### config.mk
export PLATFORM = sky130hd
export DESIGN_NAME = mdu
export DESIGN_NICKNAME = d
export VERILOG_FILES = /design/src/rtl/mdu.sv
export SDC_FILE = /design/constraint.sdc
export NUM_CORES = 1
export LEC_CHECK = 0
export CAP_MARGIN = 5
export CORE_MARGIN = 5
export CORE_UTILIZATION = 30
export DETAILED_ROUTE_END_ITERATION = 10
export PLACE_DENSITY = 0.57
export SLEW_MARGIN = 0
export SYNTH_ARGS = -nofsm -noshare
export SYNTH_HDL_FRONTEND = slang
export SYNTH_SLANG_ARGS = --single-unit
### constraint.sdc
create_clock -name i_clk -period 7.6 [get_ports i_clk]
set_clock_uncertainty 0.1 [all_clocks]
set_input_delay 1.9 -clock i_clk [delete_from_list [all_inputs] [get_ports i_clk]]
set_output_delay 1.9 -clock i_clk [all_outputs]
set_load 0.1 [all_outputs]
### src/rtl/mdu.sv
// ---------------------------------------------------------------------------
// mdu: iterative multiply/divide unit for the execute stage.
//
// One operation at a time on a radix-2 datapath. Multiply is shift-add, divide
// is restoring shift-subtract. Each takes XLEN iterations. Divide by zero skips
// the iterations and completes in a single cycle.
//
// Ports:
//   i_clk        rising-edge clock
//   i_rst_n      asynchronous active-low reset
//   i_start      request, sampled only while o_ready=1
//   i_operation  00 MUL, 01 MULHU, 10 DIVU, 11 REMU
//   i_operand1   multiplicand / dividend
//   i_operand2   multiplier / divisor
//   i_flush      abandons any operation in flight and ignores i_start
//   o_ready      unit can accept i_start this cycle
//   o_valid      one-cycle pulse: o_result/o_flags hold a new value
//   o_result     selected result, registered and held until the next completion
//   o_flags      [0] zero, [1] negative, [2] divide by zero, [3] MUL overflow
// ---------------------------------------------------------------------------
module mdu #(
    parameter int unsigned XLEN = 32
) (
    input  logic            i_clk,
    input  logic            i_rst_n,
    input  logic            i_start,
    input  logic [1:0]      i_operation,
    input  logic [XLEN-1:0] i_operand1,
    input  logic [XLEN-1:0] i_operand2,
    input  logic            i_flush,
    output logic            o_ready,
    output logic            o_valid,
    output logic [XLEN-1:0] o_result,
    output logic [3:0]      o_flags
);

    localparam int unsigned CW = $clog2(XLEN);

    typedef enum logic [1:0] {
        StIdle,
        StRun,
        StDone
    } state_t;

    state_t r_state;
    state_t w_state_next;

    logic [1:0]        r_op;
    logic [XLEN-1:0]   r_opnd;    // multiplicand (mul) or divisor (div)
    // mul: {product high, multiplier / product low}
    // div: {remainder, dividend / quotient}
    logic [2*XLEN-1:0] r_acc;
    logic [CW-1:0]     r_count;
    logic [XLEN-1:0]   r_result;
    logic [3:0]        r_flags;

    logic              w_accept;
    logic              w_div_zero;
    logic              w_last;
    logic [XLEN:0]     w_mul_sum;
    logic [2*XLEN-1:0] w_mul_next;
    logic [XLEN:0]     w_rem_sh;
    logic [XLEN+1:0]   w_diff;
    logic              w_borrow;
    logic [2*XLEN-1:0] w_div_next;
    logic [2*XLEN-1:0] w_acc_step;
    logic [XLEN-1:0]   w_res_sel;
    logic [3:0]        w_flags_sel;
    logic [XLEN-1:0]   w_dz_result;
    logic [3:0]        w_dz_flags;

    assign w_accept   = i_start & ~i_flush & (r_state != StRun);
    assign w_div_zero = i_operation[1] & (i_operand2 == '0);
    assign w_last     = (r_state == StRun) && (r_count == CW'(XLEN - 1));

    // Multiply step: conditional add into the high half, carry shifts into the MSB.
    assign w_mul_sum  = {1'b0, r_acc[2*XLEN-1:XLEN]} + (r_acc[0] ? {1'b0, r_opnd} : '0);
    assign w_mul_next = {w_mul_sum, r_acc[XLEN-1:1]};

    // Divide step: the remainder stays below the divisor, so the shifted value fits
    // in XLEN+1 bits. The extra difference bit is the borrow.
    assign w_rem_sh   = {r_acc[2*XLEN-1:XLEN], r_acc[XLEN-1]};
    assign w_diff     = {1'b0, w_rem_sh} - {2'b00, r_opnd};
    assign w_borrow   = w_diff[XLEN+1];
    assign w_div_next = w_borrow ? {w_rem_sh[XLEN-1:0], r_acc[XLEN-2:0], 1'b0}
                                 : {w_diff[XLEN-1:0], r_acc[XLEN-2:0], 1'b1};

    assign w_acc_step = r_op[1] ? w_div_next : w_mul_next;

    // Both layouts keep the MULHU/REMU result in the high half.
    assign w_res_sel   = r_op[0] ? w_acc_step[2*XLEN-1:XLEN] : w_acc_step[XLEN-1:0];
    assign w_flags_sel = {(r_op == 2'b00) && (w_acc_step[2*XLEN-1:XLEN] != '0),
                          1'b0,
                          w_res_sel[XLEN-1],
                          (w_res_sel == '0)};

    assign w_dz_result = i_operation[0] ? i_operand1 : '1;
    assign w_dz_flags  = {1'b0, 1'b1, w_dz_result[XLEN-1], (w_dz_result == '0)};

    // Next-state logic
    always_comb begin
        w_state_next = r_state;
        if (i_flush) begin
            w_state_next = StIdle;
        end else begin
            unique case (r_state)
                StIdle, StDone: begin
                    if (w_accept) begin
                        w_state_next = w_div_zero ? StDone : StRun;
                    end else begin
                        w_state_next = StIdle;
                    end
                end
                StRun: begin
                    if (w_last) begin
                        w_state_next = StDone;
                    end
                end
                default: w_state_next = StIdle;
            endcase
        end
    end

    always_ff @(posedge i_clk or negedge i_rst_n) begin
        if (!i_rst_n) begin
            r_state <= StIdle;
        end else begin
            r_state <= w_state_next;
        end
    end

    // Datapath and registered outputs
    always_ff @(posedge i_clk or negedge i_rst_n) begin
        if (!i_rst_n) begin
            r_op     <= '0;
            r_opnd   <= '0;
            r_acc    <= '0;
            r_count  <= '0;
            r_result <= '0;
            r_flags  <= '0;
        end else if (!i_flush) begin
            if (w_accept) begin
                r_op    <= i_operation;
                r_opnd  <= i_operation[1] ? i_operand2 : i_operand1;
                r_acc   <= i_operation[1] ? {{XLEN{1'b0}}, i_operand1}
                                          : {{XLEN{1'b0}}, i_operand2};
                r_count <= '0;
                if (w_div_zero) begin
                    r_result <= w_dz_result;
                    r_flags  <= w_dz_flags;
                end
            end else if (r_state == StRun) begin
                r_acc   <= w_acc_step;
                r_count <= r_count + CW'(1);
                if (w_last) begin
                    r_result <= w_res_sel;
                    r_flags  <= w_flags_sel;
                end
            end
        end
    end

    assign o_ready  = (r_state != StRun);
    assign o_valid  = (r_state == StDone);
    assign o_result = r_result;
    assign o_flags  = r_flags;

endmodule

==> metrics.md <==
| Metric | Value |
|---|---|
| Post-cts sizing count | 0 |
| Synth Area in XOR/XNOR | 3.02% |
| Status | complete, no violations |
| Fin Setup TNS | 0 ns |
| Post-Syn Area | 12,500 sq um |
| Gpl congestion | 0.973 |
| Port bufs | 107 |
| WP data arrival | 5.31 ns |
| Max Fclk | 199 MHz |
| Drt total wl | 48.6 mm |
| Max Slew Vio Count | 0 |
| Power share of the clock group | 21.6% |
| Number of flops mapped to enable cells by yosys | 0 |
| Critical-path cell list | clkdlybuf4s50_1 -> nor4_1 -> nand4_1 -> nor4_1 -> o21ai_4 -> a22oi_1 -> o221ai_1 -> a211o_1 -> nand4bb_1 -> nor4_1 -> o2111ai_1 -> o21ai_1 |
| CTS Buf Count | 17 |
| Relative slew slack | 19.0% |
| Tmin final | 5.03 ns |
| Crit path capture type | flip-flop |
| DRC | 0 |
| Die area | 45,700 sq um |
| Final Util | 35.6% |
| Post-synth ARST share | 100% |
| Post-CTS Setup Inserts | 0 |
| Hold Slack | 0.378 ns |
| Yosys warning count | 0 |
| Post-synth net total | 1,658 |
| Switching power total | 1.82 mW |
| CP Launch Type | primary input |
| Seq/Total Area, Yosys | 28.1% |
| Largest net degree at the start of global routing | 91 |
| Crit-path slowest cell | nor4_1 |
| Share of cells above drive strength 1 | 5.37% |
| R2R Path Start | r_acc[0] |
| Post-Syn Area per Cell | 8.19 sq um |
| First-pass GRT wire length | 74.0 mm |
| Slowest stage delay, CP | 0.79 ns |
| Worst vdd ir | 0.173 mV |
| Mux contribution to synthesized area | 9.89% |
| Pre-CTS WS | 2.25 ns |
| Dpl cells | 2,083 |
| Int Pwr | 2.15 mW |
| Vias in the first global route | 11,900 |
| Crit-path most repeated cell | nor4_1 |
| Area share of fa/ha/maj cells after synthesis | 6.95% |
| Setup CP Type | in -> reg |
| Antenna violations before repair | 0 |
| Cells after Synth | 1,520 |
| LEAKAGE | 6.46 nW |
| Unrepaired setup endpoints after global routing | no |
| HPWL after detailed placement | 36.5 mm |
| Reg2reg end | o_flags[3] |
| Avg WL per Cell | 23.0 microns |
| Hold buffers post-CTS | 0 |
| Die H | 214 microns |
| Final ANT Viol Nets | 0 |
| R2R cell count | 16 |
| Worst-Margin Slew | 1.21 ns |
| Vias | 12,500 |
| Drt via density | 5.92 |
| P per Cell Area | 272 nW/um^2 |
| CTS max path bufs | 2 |
| Total GRT Usage | 21.0% |
| Final setup fails | 0 |
| Top_reg_cell synth | dfrtp_1 |
| FF-to-FF setup slack | 2.65 ns |
| Post-route cell area | 14,600 sq um |
| Worst hold path startpoint | o_result[21] |
| Worst Path Buf+Inv | 1 |
| Area post-placement | 14,000 sq um |
| CTS Sinks | 140 |
| CTS tree | built |
| MaxCap Viol Count | 0 |
| Core box area | 40,900 sq um |
| Complex-gate fraction of the synthesized area | 27.1% |
| Min-Delay Path Class | reg -> reg |
| H-tree levels | 4 |
| I/O Pins | 108 |
| First-pass DRT Iterations | 5 |
| Tot Pwr | 3.97 mW |
| Starting Density | 30.4% |
| #FFs+latches synth | 140 |
| Hold Crit Depth | 1 |
| Number of DRC violations after detailed-routing iteration 0 | 1,271 |
| Sequential power share | 26.0% |
| Area Growth Syn to Fin | 17.1% |
| Largest family of logic cells by synthesized area | compound AO/OA/AOI/OAI gates |
| Fraction of power spent switching nets | 45.9% |
| Nets | 1,709 |
| Finished Layout Cells | 2,117 |
| Final period utilization | 66.2% |
| Delay-heaviest family, CP | simple AND/OR/NAND/NOR gates |
| Die Wd | 214 microns |
| Num rows | 74 |
| Global route total overflow | 0 |
| Final Hold Vio Count | 0 |
| Clock-pin slew on the worst setup and hold paths | 0.06 ns |
| Worst setup margin | 2.57 ns |
| Hold-critical path endpoint | o_result[21] |
| Fillers | 4,325 |
| Simple-Gate Fraction of Synth Area | 19.7% |
| CP Max Fanout | 9 |
| Required @ worst endpoint | 7.87 ns |
| Post-synth cell types | 89 |
| Comb power frac | 52.4% |
| CTS root buf | clkbuf_16 |
| Clk_lat worst skew | 0.45 ns |
metal layers:
layer / share of wire (%) / track usage (%) / routed length, microns
met3: 7.2 / 3.96 / 3480
met5: 0 / 0 / 0
met2: 45 / 32.6 / 21800
met1: 45 / 29.4 / 21900
met4: 3.1 / 7.35 / 1510
kinds of logic after synthesis:
| logic type | Yosys count |
|---|---|
| AOI/OAI and AO/OA | 503 |
| xor gates and xnor gates | 43 |
| adders and majority gates | 68 |
| buffers and inverters | 162 |
| DFF | 140 |
| muxes | 120 |
| and+or+nand+nor | 484 |
cell usage in the layout (no fill, tap or decap), types with 23 or more instances in the layout:
| master | count |
|---|---|
| o22a_1 | 28 |
| o21ai_0 | 80 |
| nand2_1 | 145 |
| and2_1 | 43 |
| ha_1 | 66 |
| clkdlybuf4s50_1 | 105 |
| nor2_1 | 112 |
| inv_1 | 66 |
| a21o_1 | 30 |
| nand4_1 | 25 |
| a22o_1 | 25 |
| mux2i_1 | 110 |
| nor4_1 | 27 |
| a22oi_1 | 27 |
| dfrtp_1 | 138 |
| xnor2_1 | 23 |
| a21oi_1 | 131 |
layout make-up:
| type | count | area (sq um) | share of cell area, % |
|---|---|---|---|
| Clock buffer | 26 | 499 | 3.43 |
| Inverter | 68 | 255 | 1.75 |
| Multi-Input combinational cell | 1218 | 8330 | 57.1 |
| Antenna cell | 1 | 2.50 | 0.0172 |
| Sequential cell | 140 | 3510 | 24.1 |
| Timing Repair Buffer | 126 | 1230 | 8.46 |
| Clock inverter | 6 | 83.8 | 0.575 |
| Tap cell | 532 | 666 | 4.57 |
power groups by stage:
| stage | Sequential [mW] | Combinational, mW | Clock [mW] |
|---|---|---|---|
| 2_1_floorplan | 0.959 | 1.45 | 0 |
| 3_3_place_gp | 1.04 | 2.00 | 0 |
| 3_5_place_dp | 1.04 | 2.01 | 0 |
| 4_1_cts | 1.02 | 2.03 | 0.867 |
| 5_1_grt | 1.04 | 2.25 | 0.899 |
| 6_report | 1.03 | 2.08 | 0.858 |
registers in the layout, summed over array words and instances, names as in the netlist:
| signal | cells |
|---|---|
| o_flags | 4 |
| o_result | 31 |
| r_acc | 64 |
| r_count | 5 |
| r_op | 2 |
| r_opnd | 32 |
| r_state | 2 |
worst max-delay path by stage:
stage	endpoint	depth (start not counted)	startpoint	slack, ns
final	o_flags[0]	12	i_operand2[29]	2.57
after floorplan	o_flags[0]	10	i_operand2[15]	3.63
after detailed placement	o_flags[0]	12	i_operand2[4]	2.25
after global placement	o_flags[0]	12	i_operand2[30]	2.19
after CTS	o_ready	4	r_state[0]	1.94
after global routing	o_flags[0]	12	i_operand2[8]	2.45
cells in the mapped netlist, types with 11 or more instances:
cell	instances	area [sq um]
a211oi_1	18	135
a21o_1	30	225
a21oi_1	132	661
a22o_1	25	219
a22oi_1	27	203
a31oi_1	15	93.8
and2_1	43	269
and3_1	13	81.3
buf_2	11	55.1
clkbuf_1	71	267
dfrtp_1	140	3500
ha_1	66	826
inv_1	66	248
mux2i_1	110	1100
nand2_1	145	544
nand3_1	16	80.1
nand4_1	25	156
nor2_1	114	428
nor2b_1	16	100
nor3_1	18	90.1
nor3b_1	13	97.6
nor4_1	27	169
o21a_1	15	113
o21ai_0	80	400
o21ai_1	12	60.1
o22a_1	28	245
o22ai_1	20	125
o31ai_1	11	82.6
xnor2_1	23	201
xor2_1	20	175
(Power assumes the default switching activity.)
